### config.mk
export PLATFORM = sky130hd
export DESIGN_NAME = top_level
export DESIGN_NICKNAME = d
export VERILOG_FILES = /design/src/rtl/top_level.sv
export SDC_FILE = /design/constraint.sdc
export NUM_CORES = 1
export LEC_CHECK = 0
export CORE_AREA = 2 2 39 41
export CTS_CLUSTER_SIZE = 10
export DETAILED_ROUTE_END_ITERATION = 8
export DIE_AREA = 0 0 41 43
export PLACE_DENSITY = 0.63
export SLEW_MARGIN = 20
export SYNTH_ARGS = -nofsm -noshare
export SYNTH_HDL_FRONTEND = slang
export SYNTH_SLANG_ARGS = --single-unit
### constraint.sdc
create_clock -name clk -period 4.8 [get_ports clk]
set_input_delay 0.96 -clock clk [delete_from_list [all_inputs] [get_ports clk]]
set_output_delay 0.96 -clock clk [all_outputs]
set_load 0.01 [all_outputs]
### src/rtl/top_level.sv
// top_level: pattern-count engine.
// On a req pulse it reads pattern P from dm1.core[32][4:0] and scans the
// 32-byte message in dm1.core[0..31], treated as a 256-bit stream with
// byte 0 bit 7 first. It then writes three 8-bit counts back to data memory:
//   dm[33] = CTB : in-byte 5-bit window matches (4 per byte)
//   dm[34] = CTO : bytes with at least one in-byte match
//   dm[35] = CTS : matches over all 252 stream windows
// After the writes it raises done.
// Ports:
//   clk   - system clock, rising edge
//   rst_n - asynchronous active-low reset
//   req   - start request, level-sampled in IDLE/DONE
//   done  - high once results are written; held until the next start

// Instruction ROM. It is loaded from outside and is not used by the engine yet.
module irom #(
  parameter int IW     = 9,
  parameter int IDEPTH = 1024
) (
  input  logic [$clog2(IDEPTH)-1:0] addr,
  output logic [IW-1:0]             data
);
  logic [IW-1:0] core [IDEPTH];
  assign data = core[addr];
endmodule

// Byte-wide data memory: combinational read, synchronous write.
// It is never cleared by reset.
module dmem #(
  parameter int DDEPTH = 256
) (
  input  logic                      clk,
  input  logic                      we,
  input  logic [$clog2(DDEPTH)-1:0] addr,
  input  logic [7:0]                wdata,
  output logic [7:0]                rdata
);
  logic [7:0] core [DDEPTH];
  assign rdata = core[addr];
  always_ff @(posedge clk) begin
    if (we) core[addr] <= wdata;
  end
endmodule

module top_level #(
  parameter int IW     = 9,
  parameter int IDEPTH = 1024,
  parameter int DDEPTH = 256
) (
  input  logic clk,
  input  logic rst_n,
  input  logic req,
  output logic done
);
  localparam int IAW = $clog2(IDEPTH);
  localparam int DAW = $clog2(DDEPTH);

  typedef enum logic [2:0] {IDLE, LDPAT, SCAN, WR33, WR34, WR35, DONE} state_t;

  state_t       state;
  logic [4:0]   idx;
  logic [4:0]   pat;
  logic [7:0]   prev;
  logic [7:0]   ctb, cto, cts;

  logic           we;
  logic [DAW-1:0] addr;
  logic [7:0]     wdata, rdata;
  logic [2:0]     byte_hits, cross_hits;
  logic [IW-1:0]  insn_unused;

  irom #(.IW(IW), .IDEPTH(IDEPTH)) ir1 (
    .addr ({IAW{1'b0}}),
    .data (insn_unused)
  );

  dmem #(.DDEPTH(DDEPTH)) dm1 (
    .clk   (clk),
    .we    (we),
    .addr  (addr),
    .wdata (wdata),
    .rdata (rdata)
  );

  // Matches of p against the four windows lying wholly inside byte b.
  function automatic logic [2:0] in_matches(input logic [7:0] b, input logic [4:0] p);
    logic [2:0] n;
    n = '0;
    for (int s = 0; s < 4; s++) begin
      if (5'(b >> s) == p) n = n + 3'd1;
    end
    return n;
  endfunction

  // Matches of p against the four windows that start in byte a and end in the following byte b.
  function automatic logic [2:0] cross_matches(input logic [7:0] a, input logic [7:0] b,
                                               input logic [4:0] p);
    logic [2:0]  n;
    logic [15:0] pair;
    n    = '0;
    pair = {a, b};
    // Window starting at a[3] is pair[11:7]; each later one shifts down by one bit.
    for (int s = 4; s < 8; s++) begin
      if (5'(pair >> s) == p) n = n + 3'd1;
    end
    return n;
  endfunction

  // Memory port steering, decoded from the current state.
  always_comb begin
    we    = 1'b0;
    addr  = DAW'(idx);
    wdata = ctb;
    unique case (state)
      LDPAT: addr = DAW'(32);
      WR33:  begin we = 1'b1; addr = DAW'(33); wdata = ctb; end
      WR34:  begin we = 1'b1; addr = DAW'(34); wdata = cto; end
      WR35:  begin we = 1'b1; addr = DAW'(35); wdata = cts; end
      default: ;
    endcase
  end

  always_comb begin
    byte_hits  = in_matches(rdata, pat);
    cross_hits = (idx == 5'd0) ? 3'd0 : cross_matches(prev, rdata, pat);
  end

  always_ff @(posedge clk or negedge rst_n) begin
    if (!rst_n) begin
      state <= IDLE;
      done  <= 1'b0;
      idx   <= '0;
      pat   <= '0;
      prev  <= '0;
      ctb   <= '0;
      cto   <= '0;
      cts   <= '0;
    end else begin
      unique case (state)
        IDLE, DONE: begin
          if (req) begin
            state <= LDPAT;
            done  <= 1'b0;
            idx   <= '0;
            prev  <= '0;
            ctb   <= '0;
            cto   <= '0;
            cts   <= '0;
          end
        end
        LDPAT: begin
          pat   <= rdata[4:0];
          idx   <= '0;
          state <= SCAN;
        end
        SCAN: begin
          ctb  <= ctb + 8'(byte_hits);
          cto  <= cto + ((byte_hits != 3'd0) ? 8'd1 : 8'd0);
          cts  <= cts + 8'(byte_hits) + 8'(cross_hits);
          prev <= rdata;
          idx  <= idx + 5'd1;
          if (idx == 5'd31) state <= WR33;
        end
        WR33: state <= WR34;
        WR34: state <= WR35;
        WR35: begin
          state <= DONE;
          done  <= 1'b1;
        end
        default: state <= IDLE;
      endcase
    end
  end
endmodule

==> results.sh <==
export IMPL_first_iter_violations=6
export IMPL_cp_data_arrival_time_ns=1.16
export IMPL_drc=0
export IMPL_slew_headroom_pct=71.9
export IMPL_critPathCaptureType="output port"
export IMPL_initial_core_util_pct=36.5
export IMPL_worstPathMaxFanout=3
export IMPL_synth_seq_area_share_pct=44.6
export IMPL_die_area_mm2=0.00176
export IMPL_p_seq_share_pct=48.2
export IMPL_fmax_mhz=472
export IMPL_root_buffer="clkbuf_4"
export IMPL_switching_share_pct=38.3
export IMPL_grt_ovfl_total=0
export IMPL_grt_start_max_net_pins=16
export IMPL_p_leak_nw=0.265
export IMPL_wl_per_cell_um=12.2
export IMPL_die_w_um=41
export IMPL_fin_crit_ns=2.12
export IMPL_dp_cells=67
export IMPL_max_clock_path_buffers=2
export IMPL_synth_warnings=0
export IMPL_rsz0062_at_grt="no"
export IMPL_syn_area_per_cell_um2=9.91
export IMPL_cts_buffers=3
export IMPL_drive_above_1_share_pct=12.7
export IMPL_cts_resized=0
export IMPL_drtAntennaViolNets=0
export IMPL_cts_tree="done"
export IMPL_multi_input_area_um2=262
export IMPL_cpPeakStageDelay_ns=0.54
export IMPL_start_kind="register"
export IMPL_worstHoldStart="idx[4]"
export IMPL_antenna_cells=0
export IMPL_antenna_found_initial=0
export IMPL_finalMaxSlewViolations=0
export IMPL_num_nets_final=61
export IMPL_synth_seq_cells=9
export IMPL_fin_skew_ns=0.00692
export IMPL_nFillCells=136
export IMPL_p_int_w=0.000191
export IMPL_postLayoutCellArea_um2=567
export IMPL_worstReg2RegStart="idx[0]"
export IMPL_rrSetupSlack_ns=3.21
export IMPL_path_delay_family="buffers and inverters"
export IMPL_worst_path_buf_inv=1
export IMPL_r2r_cells=6
export IMPL_synth_edf_count=0
export IMPL_worstSkewPairLatency_ns=0.26
export IMPL_placed_area_um2=541
export IMPL_finalHoldViolations=0
export IMPL_ff_latch_area_um2=225
export IMPL_pwr_share_comb_pct=32.9
export IMPL_cts_setup_buffers=0
export IMPL_ctsHoldBuffers=0
export IMPL_power_frac_clock_pct=18.9
export IMPL_grt_first_pass_wirelength_mm=1.53
export IMPL_clk_pin_slew_ns=0.07
export IMPL_synth_cell_type_count=26
export IMPL_ys_async_sr_fraction_pct=100
export IMPL_syn_inst=51
export IMPL_routed_via_density=5.51
export IMPL_cp_required_ns=3.84
export IMPL_reg2reg_to="state[0]"
export IMPL_synth_fp_nets=56
export IMPL_core_area_mm2=0.00138
export IMPL_areaGrowthSynthToFinish_pct=12.1
export IMPL_hold_path_class="reg2reg"
export IMPL_finalNonFillerCells=71
export IMPL_finalSetupViolCount=0
export IMPL_pin_count=4
export IMPL_outcome="finished, final reports clean"
export IMPL_first_pass_iters=2
export IMPL_crit_path_top_delay_cell="clkdlybuf4s50_1"
export IMPL_dr_total_vias=391
export IMPL_grt_pass1_vias=347
export IMPL_p_sw_w=0.000119
export IMPL_cap_violations=0
export IMPL_routed_wl_um=867
export IMPL_rows=14
export IMPL_die_y_um=43
export IMPL_fin_crit_sh_pct=44.2
export IMPL_gp_congestion=0.697
export IMPL_worstSetupPathType="reg2out"
export IMPL_worst_hold_path_endpoint="idx[4]"
export IMPL_dpl_hpwl_um=614
export IMPL_vdd_drop_max_mv=0.193
export IMPL_synth_main_ff_cell="dfrtp_1"
export IMPL_crit_chain="clkdlybuf4s50_1"
export IMPL_htree_levels=1
export IMPL_worstMarginPinSlew_ns=0.422
export IMPL_syn_area_um2=505
export IMPL_fin_tns_setup_ns=0
export IMPL_grt_usage_pct=12.8
export IMPL_place_port_buffers=3
export IMPL_p_per_area_mw_per_mm2=548
export IMPL_cts_sinks=9
export IMPL_worstHoldPathCells=1
==> cells in the mapped netlist (all sizes together), types with 2 or more instances <==
cell type / instances / area [µm²]
dfrtp: 9 / 225
o21ai: 7 / 35.0
nand2: 6 / 22.5
nor2b: 3 / 18.8
a22o: 2 / 17.5
clkbuf: 2 / 7.51
ha: 2 / 25.0
mux2: 2 / 26.3
nand3: 2 / 10.0
==> routing by layer <==
layer	up-vias	global-route usage (%)	part of all wire, %
met2	2	15.9	46
li1	196	-	-
met5	-	0	0
met3	2	1.57	0.46
met1	191	19.9	51
met4	0	8.00	2.1
==> stage by stage <==
stage	setup slack [ns]	utilization (%)	hold slack (ns)	power, W
finish	2.68	41.0	0.514	0.000310
global placement	2.47	39.1	0.497	0.000251
floorplan	3.13	-	0.473	0.000230
CTS	2.66	41.0	0.520	0.000315
detailed placement	2.45	39.1	0.499	0.000254
global route	2.63	41.0	0.559	0.000343
==> sequential cells by signal, indices dropped and copies added (netlist names) <==
register  count
state         3
idx           5
done          1
==> area by class of cell <==
class                   count  share of cell area (%)
clock buffers               4                    4.64
inverters                   1                   0.662
multi-input cells          38                    46.1
flip-flops and latches      9                    39.7
well taps                  16                    3.53
repair buffers              3                    5.30
==> logic make-up (layout without fill, tap and decap cells) <==
kind of cell / after synthesis / after routing / share of synthesized area [%]
flip-flops: 9 / 9 / 44.6
AND/OR/NAND/NOR: 18 / 18 / 20.1
buffers and inverters: 4 / 8 / 3.71
adder cells (fa/ha/maj): 2 / 2 / 4.95
multiplexers: 2 / 2 / 5.20
AO/OA/AOI/OAI: 16 / 16 / 21.5
==> cell usage in the layout (no fill, tap or decap), drive strengths merged <==
master,instances
a211o,1
a21boi,1
a22o,2
a31oi,1
a32oi,1
and3,1
clkbuf,4
clkdlybuf4s50,3
dfrtp,9
ha,2
inv,1
mux2,2
nand2,6
nand3,2
nand4,1
nor2,1
nor2b,3
nor3,1
nor3b,1
nor4b,1
o211ai,1
o21ai,7
o21bai,1
o22ai,1
or2b,1
==> power groups by stage <==
stage               sequential (W)  combinational, W  clock [W]
floorplan                 0.000123          0.000107          0
global placement          0.000151         0.0000997          0
detailed placement        0.000150          0.000103          0
CTS                       0.000149          0.000104  0.0000621
global route              0.000158          0.000117  0.0000682
finish                    0.000150          0.000102  0.0000587
==> how the worst max path moves through the flow <==
stage	from	endpoint	slack [ns]	depth (start not counted)
2_1_floorplan	req	idx[0]	3.13	3
3_3_place_gp	req	idx[0]	2.47	4
3_5_place_dp	req	idx[0]	2.45	4
4_1_cts	done	done	2.66	1
6_report	done	done	2.68	1
5_1_grt	done	done	2.63	1
No activity file was read; power rests on OpenSTA's default activity.
